$ cat src/rtl/l2r_exp_datapath_pkg.sv
// Shared definitions for the L2R exponentiation control unit and datapath.
package l2r_pkg;

   localparam int L2R_WIDTH = 8;

   // RegC source select codes driven on S_C
   localparam logic [1:0] SC_ONE  = 2'd0;
   localparam logic [1:0] SC_SQR  = 2'd1;
   localparam logic [1:0] SC_MUL  = 2'd2;
   localparam logic [1:0] SC_HOLD = 2'd3;

endpackage

$ cat src/rtl/l2r_exp_datapath_if.sv
// Strobe/status bundle between the L2R control unit (master) and datapath (slave).
interface l2r_exp_datapath_if
   import l2r_pkg::*;
#(
   parameter int WIDTH = L2R_WIDTH
) ();

   logic [WIDTH-1:0] a_in;
   logic [WIDTH-1:0] b_in;
   logic             LoadA;
   logic             LoadB;
   logic             ShiftB;
   logic             LoadC;
   logic [1:0]       S_C;
   logic             LoadCoun;
   logic             S_Coun;
   logic             equals;
   logic             prevRegB;
   logic [WIDTH-1:0] c_out;

   modport master (
      output a_in, b_in, LoadA, LoadB, ShiftB, LoadC, S_C, LoadCoun, S_Coun,
      input  equals, prevRegB, c_out
   );

   modport slave (
      input  a_in, b_in, LoadA, LoadB, ShiftB, LoadC, S_C, LoadCoun, S_Coun,
      output equals, prevRegB, c_out
   );

endinterface

$ cat src/rtl/l2r_exp_datapath_counter.sv
// Bit counter with clear/increment that saturates at LIMIT and flags reaching it.
module l2r_counter #(
   parameter int LIMIT = 8,
   parameter int CW    = $clog2(LIMIT + 1)
) (
   input  logic clk,
   input  logic rst_n,
   input  logic en,
   input  logic inc,
   output logic equals
);

   logic [CW-1:0] count;
   logic          at_limit;

   assign at_limit = (count == CW'(LIMIT));
   assign equals   = at_limit;

   // Increment stops at LIMIT so extra strobes from the controller never wrap
   always_ff @(posedge clk or negedge rst_n) begin
      if (!rst_n) begin
         count <= '0;
      end else if (en) begin
         if (!inc) begin
            count <= '0;
         end else if (!at_limit) begin
            count <= count + CW'(1);
         end
      end
   end

endmodule

$ cat src/rtl/l2r_exp_datapath.sv
// L2R binary exponentiation datapath: C = A^B mod 2^WIDTH under control-unit strobes.
module l2r_exp_datapath
   import l2r_pkg::*;
#(
   parameter  int WIDTH = L2R_WIDTH,
   localparam int CW    = $clog2(WIDTH + 1)
) (
   input  logic               clk,
   input  logic               rst_n,
   l2r_exp_datapath_if.slave  bus
);

   logic [WIDTH-1:0] reg_a;
   logic [WIDTH-1:0] reg_b;
   logic [WIDTH-1:0] reg_c;
   logic             prev_b;
   logic [WIDTH-1:0] c_next;
   logic             cnt_equals;

   // A WIDTH-wide product context keeps exactly the low half of the full product
   function automatic logic [WIDTH-1:0] mul_mod(input logic [WIDTH-1:0] x,
                                                input logic [WIDTH-1:0] y);
      return x * y;
   endfunction

   always_comb begin
      c_next = reg_c;
      case (bus.S_C)
         SC_ONE:  c_next = WIDTH'(1);
         SC_SQR:  c_next = mul_mod(reg_c, reg_c);
         SC_MUL:  c_next = mul_mod(reg_c, reg_a);
         default: c_next = reg_c;
      endcase
   end

   // LoadB takes priority over ShiftB; C*A always sees the pre-edge RegA
   always_ff @(posedge clk or negedge rst_n) begin
      if (!rst_n) begin
         reg_a  <= '0;
         reg_b  <= '0;
         reg_c  <= '0;
         prev_b <= 1'b0;
      end else begin
         if (bus.LoadA) begin
            reg_a <= bus.a_in;
         end
         if (bus.LoadB) begin
            reg_b  <= bus.b_in;
            prev_b <= 1'b0;
         end else if (bus.ShiftB) begin
            reg_b  <= {reg_b[WIDTH-2:0], 1'b0};
            prev_b <= reg_b[WIDTH-1];
         end
         if (bus.LoadC) begin
            reg_c <= c_next;
         end
      end
   end

   l2r_counter #(
      .LIMIT (WIDTH),
      .CW    (CW)
   ) u_counter (
      .clk    (clk),
      .rst_n  (rst_n),
      .en     (bus.LoadCoun),
      .inc    (bus.S_Coun),
      .equals (cnt_equals)
   );

   assign bus.equals   = cnt_equals;
   assign bus.prevRegB = prev_b;
   assign bus.c_out    = reg_c;

endmodule

$ cat src/flat_wrapper.sv
// flat-port wrapper written by rule: the top's interface ports become plain ports
module l2r_exp_datapath_flat import l2r_pkg::*;
#(
   parameter  int WIDTH = L2R_WIDTH,
   localparam int CW    = $clog2(WIDTH + 1)
)
  (clk, rst_n, bus_a_in, bus_b_in, bus_LoadA, bus_LoadB, bus_ShiftB, bus_LoadC, bus_S_C, bus_LoadCoun, bus_S_Coun, bus_equals, bus_prevRegB, bus_c_out);
  l2r_exp_datapath_if #(.WIDTH(WIDTH)) bus_i ();
  input  logic clk;
  input  logic rst_n;
  input wire logic [$bits(bus_i.a_in)-1:0] bus_a_in;
  input wire logic [$bits(bus_i.b_in)-1:0] bus_b_in;
  input wire logic [$bits(bus_i.LoadA)-1:0] bus_LoadA;
  input wire logic [$bits(bus_i.LoadB)-1:0] bus_LoadB;
  input wire logic [$bits(bus_i.ShiftB)-1:0] bus_ShiftB;
  input wire logic [$bits(bus_i.LoadC)-1:0] bus_LoadC;
  input wire logic [$bits(bus_i.S_C)-1:0] bus_S_C;
  input wire logic [$bits(bus_i.LoadCoun)-1:0] bus_LoadCoun;
  input wire logic [$bits(bus_i.S_Coun)-1:0] bus_S_Coun;
  output wire logic [$bits(bus_i.equals)-1:0] bus_equals;
  output wire logic [$bits(bus_i.prevRegB)-1:0] bus_prevRegB;
  output wire logic [$bits(bus_i.c_out)-1:0] bus_c_out;
  assign bus_i.a_in = bus_a_in;
  assign bus_i.b_in = bus_b_in;
  assign bus_i.LoadA = bus_LoadA;
  assign bus_i.LoadB = bus_LoadB;
  assign bus_i.ShiftB = bus_ShiftB;
  assign bus_i.LoadC = bus_LoadC;
  assign bus_i.S_C = bus_S_C;
  assign bus_i.LoadCoun = bus_LoadCoun;
  assign bus_i.S_Coun = bus_S_Coun;
  assign bus_equals = bus_i.equals;
  assign bus_prevRegB = bus_i.prevRegB;
  assign bus_c_out = bus_i.c_out;
  l2r_exp_datapath #(.WIDTH(WIDTH)) u_core (.clk(clk), .rst_n(rst_n), .bus(bus_i));
endmodule
$ cat config.mk
export PLATFORM = sky130hd
export DESIGN_NAME = l2r_exp_datapath_flat
export DESIGN_NICKNAME = d
export VERILOG_FILES = /design/src/rtl/l2r_exp_datapath_pkg.sv /design/src/rtl/l2r_exp_datapath_if.sv /design/src/rtl/l2r_exp_datapath_counter.sv /design/src/rtl/l2r_exp_datapath.sv /design/src/flat_wrapper.sv
export SDC_FILE = /design/constraint.sdc
export NUM_CORES = 1
export LEC_CHECK = 0
export BUFFER_PORTS_ARGS = -buffer_cell sky130_fd_sc_hd__buf_2
export CELL_PAD_IN_SITES_DETAIL_PLACEMENT = 1
export CELL_PAD_IN_SITES_GLOBAL_PLACEMENT = 1
export CORE_ASPECT_RATIO = 0.7
export CORE_MARGIN = 2
export CORE_UTILIZATION = 49
export DETAILED_ROUTE_END_ITERATION = 8
export PLACE_DENSITY_LB_ADDON = 0.1
export SYNTH_ARGS = -nofsm -noshare
export SYNTH_HDL_FRONTEND = slang
export SYNTH_SLANG_ARGS = --single-unit
$ cat constraint.sdc
create_clock -name clk -period 6.5 [get_ports clk]
set_input_delay 0.975 -clock clk [delete_from_list [all_inputs] [get_ports clk]]
set_output_delay 0.975 -clock clk [all_outputs]
set_load 0.01 [all_outputs]
# Yosys cells after proc, flatten, opt, wreduce, memory -nomap -nowiden
# Index checks and enable logic that the tools add are counted.
dict set report classes {
  addsub 1
  n_mul 2
  n_eq_ne 4
  n_mux 7
  n_reduce_logical 5
}
# op n
set ops {}
lappend ops {{one-hot mux 8 bit (3 select lines)} 1}
lappend ops {{multiplier 8 x 8 -> 8 bit} 2}
lappend ops {{2-to-1 mux 8 bit} 2}
lappend ops {{2-to-1 mux 4 bit} 2}
lappend ops {{adder 4 x 1 -> 4 bit, second input constant} 1}
lappend ops {{equality test 4 bit, second input constant} 1}
lappend ops {{AND reduction 2 bit} 2}
lappend ops {{nonzero test 3 bit} 1}
lappend ops {{equality test 2 x 1 -> 1 bit, second input constant} 1}
lappend ops {{equality test 2 bit, second input constant} 1}
lappend ops {{logical NOT 2 bit} 1}
lappend ops {{2-to-1 mux 1 bit} 2}
lappend ops {{!= test 2 bit, second input constant} 1}
lappend ops {{nonzero test 2 bit} 1}
dict set report word_totals {
  ff_bits 29
  input_bits 26
  output_inout_bits 10
}

# Longest topological paths before layout
# Gate-level depths: netlist (run 1).
dict set report logic_depth {
  depth_word 3
  mapped_depth 16
}

# Cells and area by module
# From an unflattened synthesis (run 1), not the netlist that was laid out.
dict set report unflattened {
  cells_unflattened 297
  area_unflattened_um2 2808.9
}
# mod instances cells_per_inst area_per_inst_um2
set by_module_without_submodules {}
lappend by_module_without_submodules {l2r_exp_datapath 1 273 2568.7}
lappend by_module_without_submodules {l2r_counter 1 24 240.2}

# Worst setup path after synthesis (run 1)
# OpenSTA, ideal clock, no wires.
dict set report synth_path {
  path_kind {register to register}
  from {register u_core.reg_c[1], in the netlist u_core.bus.c_out[1]}
  to {register u_core.reg_c[7], in the netlist u_core.bus.c_out[7]}
  arrival_ns 4.248
  path_slack_ns 2.125
  stages_incl_launch_ff 16
  period_less_slack_ns 4.375
  path_cell_list {dfrtp_1 clkbuf_1 nand2_1 fa_1 fa_1 inv_1 fa_1 inv_1 fa_1 inv_1 ha_1 a21oi_1 xnor3_1 xnor3_1 a221oi_2 a21oi_1}
}
dict set report synth_via {
  elab_chain_len 2
  elab_cells_between_ends 3
  cone_classes {mul: 2; mux: 1}
}
# element line_no
set synth_lines {}
lappend synth_lines {{start: declaration} l2r_exp_datapath.sv:15} ;# logic [WIDTH-1:0] reg_c;
lappend synth_lines {{start signal: assignment} l2r_exp_datapath.sv:55} ;# reg_c <= c_next;
lappend synth_lines {{multiplier 8 x 8 -> 8 bit} l2r_exp_datapath.sv:23} ;# return x * y;
lappend synth_lines {{one-hot mux 8 bit (3 select lines) (*)} l2r_exp_datapath.sv:28} ;# case (bus.S_C)
# Every way passes the cells marked *; elsewhere a longest branch is shown, timed or not.
# A chain may end at the register's enable or synchronous reset.

# Worst setup path in the final report (run 1)
# Ends and elaborated chain as after synthesis.

==> flow_metrics.env, run 1 <==
export IMPL_finalCriticalPeriod_ns=4.55
export IMPL_cap_viol_max_count=0
export IMPL_critical_path_required_ns=6.65
export IMPL_synth_area_per_cell_um2=9.34
export IMPL_synth_simple_gate_area_share=0.150
export IMPL_drc_errors=0
export IMPL_floorplan_die_area_mm2=0.00631
export IMPL_timing_critical_path_from_type="flop"
export IMPL_timing_final_setup_violations=0
export IMPL_cts_made_buffers=5
export IMPL_post_cts_resized=0
export IMPL_p_sw_mw=0.178
export IMPL_dr_total_vias=2092
export IMPL_share_of_the_synthesized_area_in_the_top_cell_type=0.261
export IMPL_synth_top_cells_by_count="45 x sky130_fd_sc_hd__inv_1, 43 x sky130_fd_sc_hd__nand2_1, 33 x sky130_fd_sc_hd__ha_1"
export IMPL_portBuffers=35
export IMPL_setup_tns_ns=0
export IMPL_worst_min_delay_path_startpoint="u_core.u_counter.count[3]"
export IMPL_worst_endpoint_arrival_ns=4.69
export IMPL_power_sequential_fraction=0.429
export IMPL_clock_sinks=29
export IMPL_ys_seq_area_frac=0.261
export IMPL_cts_root_buffer="sky130_fd_sc_hd__clkbuf_8"
export IMPL_finalNonFillerCells=404
export IMPL_synth_cell_type_count=26
export IMPL_type_of_the_most_critical_hold_path="reg -> reg"
export IMPL_post_cts_hold_buffer_count=0
export IMPL_powerDensity_mw_per_mm2=171
export IMPL_ys_flop_type="sky130_fd_sc_hd__dfrtp_1"
export IMPL_path_class="reg -> reg"
export IMPL_final_antenna_net_count=0
export IMPL_largest_net_degree_at_the_start_of_global_routing=30
export IMPL_design_power_total_mw=0.529
export IMPL_post_synth_top_area_cell="sky130_fd_sc_hd__dfrtp_1"
export IMPL_detail_route_vias_per_cell=5.18
export IMPL_routedWlPerCell_um=16.5
export IMPL_clkPwrFrac=0.282
export IMPL_grt_use_total=0.236
export IMPL_dr_first_iter_drc_count=72
export IMPL_layout_nets=411
export IMPL_logic_depth_of_the_worst_path_buffers_included=14
export IMPL_synth_net_count=377
export IMPL_clock_path_buffers=2
export IMPL_start_util=0.518
export IMPL_timing_critical_path_slowest_stage_cell="sky130_fd_sc_hd__dfrtp_1"
export IMPL_post_cts_setup_buffer_count=0
export IMPL_combPwrFrac=0.289
export IMPL_postSynth_asyncResetShare=1.00
export IMPL_synth_adder_area_share=0.292
export IMPL_first_global_vias=2279
export IMPL_total_leakage_power_nw=1.66
export IMPL_regToRegEndpoint="u_core.bus.c_out[7]"
export IMPL_post_synth_instance_area_mm2=0.00278
export IMPL_critPathBufInv=3
export IMPL_critical_path_endpoint="u_core.bus.c_out[7]"
export IMPL_rr_worst_depth=14
export IMPL_top_level_ports=36
export IMPL_final_setup_skew_ns=0.00294
export IMPL_synthesis_stage_register_bit_count=29
export IMPL_reg2reg_setup_slack_ns=1.95
export IMPL_core_mm2=0.00537
export IMPL_place_inst=397
export IMPL_synth_enable_flop_cells=0
export IMPL_rsz0062_at_grt="false"
export IMPL_internal_power_mw=0.351
export IMPL_clock_latency_ns=0.28
export IMPL_gp_congestion=0.814
export IMPL_tightest_slew_ns=0.657
export IMPL_fmaxAchievable_mhz=220
export IMPL_slowest_delay_ns=0.66
export IMPL_peakVddDrop_v=0.000110
export IMPL_final_min_period_over_clock_period=0.700
export IMPL_crit_path_cell_trace="nand2_1 -> fa_1 -> fa_1 -> inv_1 -> fa_1 -> inv_1 -> fa_1 -> inv_1 -> ha_1 -> a21oi_1 -> xnor3_1 -> xnor3_1 -> a221oi_2 -> a21oi_1"
export IMPL_slew_viol_final=0
export IMPL_switching_share=0.337
export IMPL_detail_route_wirelength_um=6660
export IMPL_horiz_die_dim_um=94.1
export IMPL_cp_max_fo=18
export IMPL_yosysWarningCount=0
export IMPL_drive_above_1_share=0.157
export IMPL_report_final_hold_viol_count=0
export IMPL_gr_total_overflow=0
export IMPL_dpl_hpwl_um=5150
export IMPL_area_growth_pct=11.6
export IMPL_initial_antenna_violation_count=0
export IMPL_h_tree_depth=2
export IMPL_worst_setup_end_kind="flop"
export IMPL_synth_top_cells_by_area="sky130_fd_sc_hd__dfrtp_1 26%, sky130_fd_sc_hd__ha_1 15%, sky130_fd_sc_hd__fa_1 14%"
export IMPL_synth_compound_area_share=0.0823
export IMPL_main_combinational_cell_family_by_area_after_synthesis="adder cells"
export IMPL_synthMostInstantiatedCell="sky130_fd_sc_hd__inv_1"
export IMPL_die_h_um=67.1
export IMPL_critical_path_most_common_cell="sky130_fd_sc_hd__fa_1"
export IMPL_post_synth_xor_area_fraction=0.0823
export IMPL_clk_transition_reported_paths_ns=0.06
export IMPL_cp_startpoint="u_core.bus.c_out[1]"
export IMPL_top_delay_family_on_crit_path="adder cells"
export IMPL_r2r_start="u_core.bus.c_out[1]"
export IMPL_grt_pass1_wl_um=11300
export IMPL_antenna_cells=0
export IMPL_fill_cells=653
export IMPL_drt_pass1_iter_count=4
export IMPL_timing_max_slew_rel_slack=0.562
export IMPL_cts_tree="built"
export IMPL_row_count=22
export IMPL_syn_instance_count=298
export IMPL_synthMuxAreaShare=0.0612
export IMPL_run_status="completed"
==> worst min path at each step <==
stage / endpoint / cells past startpoint
2_1_floorplan: u_core.u_counter.count[3] / 1
3_3_place_gp: u_core.u_counter.count[3] / 1
3_5_place_dp: u_core.u_counter.count[3] / 1
4_1_cts: u_core.u_counter.count[3] / 1
5_1_grt: u_core.u_counter.count[3] / 1
6_report: u_core.u_counter.count[3] / 1
==> layer usage <==
metal / track usage / wire [um] / vias up
li1: - / - / 1015
met4: 0.0435 / 45 / 0
met2: 0.381 / 3040 / 40
met5: 0 / 0 / -
met1: 0.335 / 3330 / 1029
met3: 0.0441 / 239 / 8
==> power groups by stage <==
stage | combinational [mW] | clock (mW) | sequential, mW
after global placement | 0.147 | 0 | 0.229
after floorplan | 0.108 | 0 | 0.217
after CTS | 0.156 | 0.151 | 0.227
after global routing | 0.177 | 0.161 | 0.230
final | 0.153 | 0.149 | 0.227
after detailed placement | 0.154 | 0 | 0.230
==> layout make-up <==
cell class              count  area [um^2]  area share
repair buffers             35          175      0.0564
well taps                  72         90.1      0.0290
inverters                  45          169      0.0544
flip-flops and latches     29          726       0.234
clock buffers               7         86.3      0.0278
multi-input cells         216         1860       0.599
==> worst register-to-register path: stages (launching register included) <==
cell and delay, ns:
sky130_fd_sc_hd__dfrtp_1 0.66, sky130_fd_sc_hd__nand2_1 0.16, sky130_fd_sc_hd__fa_1 0.47, sky130_fd_sc_hd__fa_1 0.54, sky130_fd_sc_hd__inv_1 0.05, sky130_fd_sc_hd__fa_1 0.47, sky130_fd_sc_hd__inv_1 0.06, sky130_fd_sc_hd__fa_1 0.53
sky130_fd_sc_hd__inv_1 0.05, sky130_fd_sc_hd__ha_1 0.31, sky130_fd_sc_hd__a21oi_1 0.15, sky130_fd_sc_hd__xnor3_1 0.24, sky130_fd_sc_hd__xnor3_1 0.38, sky130_fd_sc_hd__a221oi_2 0.27, sky130_fd_sc_hd__a21oi_1 0.07
==> flip-flops by register name, indices dropped and copies added, names as in the netlist <==
register / flops
u_core.bus.c_out: 8
u_core.u_counter.count: 4
u_core.bus.prevRegB: 1
u_core.reg_a: 8
u_core.reg_b: 8
==> cells in the final DEF (no fill, tap or decap) <==
cell	instances
sky130_fd_sc_hd__clkbuf_8	6
sky130_fd_sc_hd__a221oi_2	1
sky130_fd_sc_hd__buf_2	35
sky130_fd_sc_hd__ha_1	33
sky130_fd_sc_hd__nand2_2	1
sky130_fd_sc_hd__mux2_2	8
sky130_fd_sc_hd__o31ai_1	1
sky130_fd_sc_hd__nand3_1	4
sky130_fd_sc_hd__o21ai_0	19
sky130_fd_sc_hd__dfrtp_1	29
sky130_fd_sc_hd__mux2i_1	8
sky130_fd_sc_hd__fa_1	20
sky130_fd_sc_hd__nor2b_1	2
sky130_fd_sc_hd__and3_1	1
sky130_fd_sc_hd__a21oi_1	7
sky130_fd_sc_hd__inv_1	45
sky130_fd_sc_hd__nand2_1	43
sky130_fd_sc_hd__nand2b_1	3
sky130_fd_sc_hd__xnor3_1	2
sky130_fd_sc_hd__xnor2_1	15
sky130_fd_sc_hd__and2_1	27
sky130_fd_sc_hd__a21o_1	5
sky130_fd_sc_hd__a22o_1	1
sky130_fd_sc_hd__xor2_1	6
sky130_fd_sc_hd__clkbuf_1	1
sky130_fd_sc_hd__a22oi_1	4
sky130_fd_sc_hd__nor2_1	4
sky130_fd_sc_hd__and2_2	1
==> cells by family after synthesis <==
logic type | count (synthesis)
muxes | 16
DFF | 29
AOI/OAI and AO/OA | 38
xor gates and xnor gates | 23
adders and majority gates | 53
buffers and inverters | 53
and+or+nand+nor | 86
==> through the flow <==
step / setup slack, ns / instance area [um^2] / hold slack, ns / utilization
CTS: 1.89 / 3100 / 0.507 / 0.578
floorplan: 2.13 / 2780 / 0.445 / -
detailed placement: 1.91 / 3020 / 0.494 / 0.562
global route: 1.74 / 3100 / 0.533 / 0.578
global placement: 2.11 / 3020 / 0.485 / 0.562
finish: 1.95 / 3100 / 0.506 / 0.578
(Power assumes the default switching activity.)
==> run 2: changes to the inputs <==
--- a/config.mk
+++ b/config.mk
@@ -10,7 +10,7 @@
 export CELL_PAD_IN_SITES_GLOBAL_PLACEMENT = 1
 export CORE_ASPECT_RATIO = 0.7
 export CORE_MARGIN = 2
-export CORE_UTILIZATION = 49
+export CORE_UTILIZATION = 45
 export DETAILED_ROUTE_END_ITERATION = 8
 export PLACE_DENSITY_LB_ADDON = 0.1
 export SYNTH_ARGS = -nofsm -noshare
==> constraint.sdc (replaced) <==
create_clock -name clk -period 4.4 [get_ports clk]
set_input_delay 0.66 -clock clk [delete_from_list [all_inputs] [get_ports clk]]
set_output_delay 0.66 -clock clk [all_outputs]
set_load 0.01 [all_outputs]
==> flow_metrics.env, run 2 (synthesis gave the netlist of run 1 again) <==
export IMPL_run_status="completed"
export IMPL_regToRegEndpoint="u_core.bus.c_out[7]"
export IMPL_finalCriticalPeriod_ns=4.25
export IMPL_timing_final_setup_violations=0
export IMPL_gp_congestion=0.869
export IMPL_row_count=23
export IMPL_critical_path_required_ns=4.54
export IMPL_cts_made_buffers=5
export IMPL_type_of_the_most_critical_hold_path="in -> async"
export IMPL_dr_wl_met2_um=2970
export IMPL_wl_met3_um=213
export IMPL_layout_nets=420
export IMPL_powerDensity_mw_per_mm2=246
export IMPL_peakVddDrop_v=0.000120
export IMPL_core_mm2=0.00584
export IMPL_post_cts_hold_buffer_count=0
export IMPL_final_min_period_over_clock_period=0.967
export IMPL_cts_root_buffer="sky130_fd_sc_hd__clkbuf_8"
export IMPL_fmaxAchievable_mhz=235
export IMPL_die_h_um=69.8
export IMPL_design_power_total_mw=0.782
export IMPL_cts_tree="built"
export IMPL_h_tree_depth=2
export IMPL_cp_max_fo=5
export IMPL_drc_errors=0
export IMPL_worst_endpoint_arrival_ns=4.40
export IMPL_clock_latency_ns=0.28
export IMPL_final_cell_mix="45 x sky130_fd_sc_hd__inv_1, 43 x sky130_fd_sc_hd__nand2_1, 35 x sky130_fd_sc_hd__buf_2, 33 x sky130_fd_sc_hd__ha_1, 27 x sky130_fd_sc_hd__and2_1"
export IMPL_path_class="reg -> reg"
export IMPL_top_level_ports=36
export IMPL_floorplan_die_area_mm2=0.00684
export IMPL_initial_antenna_violation_count=0
export IMPL_gr_total_overflow=0
export IMPL_rsz0062_at_grt="false"
export IMPL_detail_route_wirelength_um=6690
export IMPL_top_layer="met4"
export IMPL_cap_viol_max_count=0
export IMPL_final_antenna_net_count=0
export IMPL_dr_total_vias=2103
export IMPL_final_setup_skew_ns=0.0100
export IMPL_total_leakage_power_nw=1.70
export IMPL_r2r_start="u_core.reg_a[4]"
export IMPL_detail_route_vias_per_cell=5.04
export IMPL_clock_path_buffers=2
export IMPL_area_growth_pct=14.3
export IMPL_antenna_cells=0
export IMPL_met1Wirelength_um=3470
export IMPL_rr_worst_depth=14
export IMPL_grt_use_total=0.213
export IMPL_largest_net_degree_at_the_start_of_global_routing=30
export IMPL_timing_max_slew_rel_slack=0.541
export IMPL_grt_pass1_wl_um=11400
export IMPL_drive_above_1_share=0.193
export IMPL_report_final_hold_viol_count=0
export IMPL_slew_viol_final=0
export IMPL_setup_tns_ns=0
export IMPL_clock_sinks=29
export IMPL_mostFrequentLayoutCell="sky130_fd_sc_hd__inv_1"
export IMPL_drt_pass1_iter_count=4
export IMPL_routedWlPerCell_um=16.0
export IMPL_first_global_vias=2223
export IMPL_horiz_die_dim_um=98.0
export IMPL_reg2reg_setup_slack_ns=0.15
export IMPL_dr_first_iter_drc_count=77
export IMPL_clk_transition_reported_paths_ns=0.07
export IMPL_portBuffers=35
export IMPL_timing_critical_path_from_type="flop"
export IMPL_start_util=0.476
export IMPL_dpl_hpwl_um=5480
export IMPL_tightest_slew_ns=0.689
export IMPL_worst_setup_end_kind="flop"
[run 2: cell count changes in the layout (fill, tap and decap cells not counted)]
cell | previous run | this run
sky130_fd_sc_hd__buf_4 | 0 | 9
sky130_fd_sc_hd__dfrtp_1 | 29 | 26
sky130_fd_sc_hd__dfrtp_2 | 0 | 3
sky130_fd_sc_hd__clkinv_2 | 0 | 2
sky130_fd_sc_hd__a21oi_1 | 7 | 6
sky130_fd_sc_hd__a21oi_2 | 0 | 1
sky130_fd_sc_hd__clkbuf_8 | 6 | 5
[run 2: power breakdown]
part	internal [mW]	switching (mW)
clock	0.109	0.104
sequential	0.292	0.0298
combinational	0.112	0.136
[run 2: metrics by stage]
step	cells	worst slack (ns)	hold WS [ns]	utilization	cell area, um^2
2_1_floorplan	298	0.0252	0.364	-	2780
3_3_place_gp	407	0.253	0.476	0.526	3070
3_5_place_dp	407	0.0555	0.479	0.526	3070
4_1_cts	415	0.0243	0.436	0.540	3160
5_1_grt	417	0.00409	0.461	0.544	3180
6_report	417	0.146	0.416	0.544	3180
[run 2: how the worst max path moves through the flow]
stage / to / slack, ns / startpoint / cells past startpoint
2_1_floorplan: u_core.bus.c_out[7] / 0.03 / u_core.bus.c_out[1] / 15
5_1_grt: u_core.bus.c_out[7] / 0.004 / u_core.bus.c_out[1] / 14
6_report: u_core.bus.c_out[7] / 0.15 / u_core.reg_a[4] / 14
4_1_cts: u_core.bus.c_out[7] / 0.02 / u_core.bus.c_out[1] / 14
3_5_place_dp: u_core.bus.c_out[7] / 0.06 / u_core.bus.c_out[1] / 14
3_3_place_gp: u_core.bus.c_out[7] / 0.25 / u_core.bus.c_out[1] / 14
[run 2: final cells by class]
type | count | area [um^2]
Sequential cell | 29 | 729
Fill cell | 694 | 2660
Clock inverter | 2 | 10.0
Multi-Input combinational cell | 216 | 1860
Clock buffer | 6 | 72.6
Tap cell | 75 | 93.8
Inverter | 45 | 169
Timing Repair Buffer | 44 | 243
[run 2: worst max-delay path: stages (launching register included)]
cell                       delay (ns)
sky130_fd_sc_hd__dfrtp_1         0.41
sky130_fd_sc_hd__nand2_1         0.10
sky130_fd_sc_hd__fa_1            0.46
sky130_fd_sc_hd__fa_1            0.54
sky130_fd_sc_hd__inv_1           0.05
sky130_fd_sc_hd__fa_1            0.48
sky130_fd_sc_hd__inv_1           0.06
sky130_fd_sc_hd__fa_1            0.54
sky130_fd_sc_hd__inv_1           0.04
sky130_fd_sc_hd__ha_1            0.32
sky130_fd_sc_hd__a21oi_2         0.16
sky130_fd_sc_hd__xnor3_1         0.23
sky130_fd_sc_hd__xnor3_1         0.37
sky130_fd_sc_hd__a221oi_2        0.27
sky130_fd_sc_hd__a21oi_1         0.07
[run 2: what timing repair did]
| action | CTS | global route |
|---|---|---|
| gates resized for setup | 0 | 4 |
| buffers inserted | 0 | 2 |
| endpoints found under the setup margin | 0 | 1 |
[run 2: per-layer routing]
layer / track usage / up-vias
met5: 0 / -
met4: 0.0370 / 0
met3: 0.0444 / 2
met2: 0.326 / 35
met1: 0.314 / 1035
li1: - / 1031
==> run 3: changes to the inputs <==
--- a/config.mk
+++ b/config.mk
@@ -11,6 +11,7 @@
 export CORE_ASPECT_RATIO = 0.7
 export CORE_MARGIN = 2
 export CORE_UTILIZATION = 45
+export CTS_BUF_LIST = sky130_fd_sc_hd__clkbuf_8 sky130_fd_sc_hd__clkbuf_16
 export DETAILED_ROUTE_END_ITERATION = 8
 export PLACE_DENSITY_LB_ADDON = 0.1
 export SYNTH_ARGS = -nofsm -noshare
==> flow_metrics.env, run 3 (synthesis gave the netlist of run 1 again) <==
export IMPL_timing_critical_path_slowest_stage_cell="sky130_fd_sc_hd__fa_1"
export IMPL_final_min_period_over_clock_period=0.967
export IMPL_worst_endpoint_arrival_ns=4.40
export IMPL_first_global_vias=2223
export IMPL_total_leakage_power_nw=1.71
export IMPL_initial_antenna_violation_count=0
export IMPL_horiz_die_dim_um=98.0
export IMPL_core_mm2=0.00584
export IMPL_slowest_delay_ns=0.54
export IMPL_final_setup_skew_ns=0.0100
export IMPL_mostFrequentLayoutCell="sky130_fd_sc_hd__inv_1"
export IMPL_antenna_cells=0
export IMPL_gr_total_overflow=0
export IMPL_fmaxAchievable_mhz=235
export IMPL_timing_max_slew_rel_slack=0.541
export IMPL_critPathBufInv=3
export IMPL_dp_worst_setup_slack_ns=0.0555
export IMPL_slew_viol_final=0
export IMPL_powerDensity_mw_per_mm2=245
export IMPL_timing_critical_path_from_type="flop"
export IMPL_critical_path_most_common_cell="sky130_fd_sc_hd__fa_1"
export IMPL_cts_tree="built"
export IMPL_rsz0062_at_grt="false"
export IMPL_clk_transition_reported_paths_ns=0.07
export IMPL_top_delay_family_on_crit_path="adder cells"
export IMPL_grt_use_total=0.213
export IMPL_cts_root_buffer="sky130_fd_sc_hd__clkbuf_8"
export IMPL_final_antenna_net_count=0
export IMPL_worst_setup_end_kind="flop"
export IMPL_clock_path_buffers=2
export IMPL_finalCriticalPeriod_ns=4.25
export IMPL_report_final_hold_viol_count=0
export IMPL_design_power_total_mw=0.780
export IMPL_place_inst=407
export IMPL_clock_latency_ns=0.28
export IMPL_drt_pass1_iter_count=4
export IMPL_die_h_um=69.8
export IMPL_timing_final_setup_violations=0
export IMPL_h_tree_depth=2
export IMPL_fin_ws_ns=0.146
export IMPL_finalNonFillerCells=417
export IMPL_portBuffers=35
export IMPL_cp_startpoint="u_core.reg_a[4]"
export IMPL_r2r_start="u_core.reg_a[4]"
export IMPL_clock_sinks=29
export IMPL_path_class="reg -> reg"
export IMPL_gp_congestion=0.869
export IMPL_peakVddDrop_v=0.000118
export IMPL_top_level_ports=36
export IMPL_area_growth_pct=14.3
export IMPL_setup_tns_ns=0
export IMPL_fill_cells=694
export IMPL_dpl_hpwl_um=5480
export IMPL_final_cell_mix="46 x sky130_fd_sc_hd__inv_1, 43 x sky130_fd_sc_hd__nand2_1, 35 x sky130_fd_sc_hd__buf_2, 33 x sky130_fd_sc_hd__ha_1, 27 x sky130_fd_sc_hd__and2_1"
export IMPL_start_util=0.476
export IMPL_floorplan_die_area_mm2=0.00684
export IMPL_post_cts_hold_buffer_count=0
export IMPL_grt_pass1_wl_um=11400
export IMPL_layout_nets=420
export IMPL_crit_path_cell_trace="nand2_1 -> fa_1 -> fa_1 -> inv_1 -> fa_1 -> inv_1 -> fa_1 -> inv_1 -> ha_1 -> a21oi_2 -> xnor3_1 -> xnor3_1 -> a221oi_2 -> a21oi_1"
export IMPL_dr_total_vias=2103
export IMPL_cp_max_fo=5
export IMPL_dr_first_iter_drc_count=77
export IMPL_type_of_the_most_critical_hold_path="in -> async"
export IMPL_critical_path_required_ns=4.54
export IMPL_cts_made_buffers=5
export IMPL_largest_net_degree_at_the_start_of_global_routing=30
export IMPL_run_status="completed"
export IMPL_drive_above_1_share=0.193
export IMPL_detail_route_vias_per_cell=5.04
export IMPL_cap_viol_max_count=0
export IMPL_detail_route_wirelength_um=6690
export IMPL_row_count=23
export IMPL_routedWlPerCell_um=16.0
export IMPL_tightest_slew_ns=0.689
export IMPL_drc_errors=0
[run 3: cell types whose count changed in the layout (fill, tap and decap cells not counted), sizes merged]
cell / delta
clkbuf: -1
inv: +1
[run 3: path summary, 6_finish.rpt]
path,endpoint,slack [ns],cells past startpoint
max,u_core.bus.c_out[7],0.15,14
min in group clk,u_core.u_counter.count[3],0.50,1
min reg2reg,u_core.u_counter.count[3],0.50,1
max reg2reg,u_core.bus.c_out[7],0.15,14
min,u_core.bus.c_out[2],0.42,1
max in group asynchronous,u_core.bus.c_out[1],3.49,1
[run 3: timing repair]
| action | 4_1_cts | 5_1_grt |
|---|---|---|
| setup endpoints to repair | 0 | 1 |
| setup buffers | 0 | 2 |
| resized for setup | 0 | 4 |
[run 3: report_power, final]
group	internal, mW	leakage (nW)	switching, mW
combinational	0.112	1.30	0.136
sequential	0.292	0.363	0.0298
clock	0.107	0.0491	0.104
[run 3: through the flow]
step,hold WS (ns),util,area [um^2]
5_1_grt,0.460,0.544,3180
2_1_floorplan,0.364,-,2780
4_1_cts,0.436,0.540,3160
6_report,0.416,0.544,3180
3_3_place_gp,0.476,0.526,3070
3_5_place_dp,0.479,0.526,3070
[run 3: metal layers]
layer | part of all wire | vias up | GRT usage
li1 | - | 1031 | -
met1 | 0.52 | 1035 | 0.314
met2 | 0.44 | 35 | 0.326
met3 | 0.032 | 2 | 0.0444
met4 | 0.0040 | 0 | 0.0370
met5 | 0 | - | 0
[run 3: final cells by class]
type,count,area [um^2],share of cell area
Multi-Input combinational cell,216,1860,0.586
Tap cell,75,93.8,0.0295
Clock inverter,3,13.8,0.00433
Sequential cell,29,729,0.229
Clock buffer,5,68.8,0.0216
Inverter,45,169,0.0531
Timing Repair Buffer,44,243,0.0763
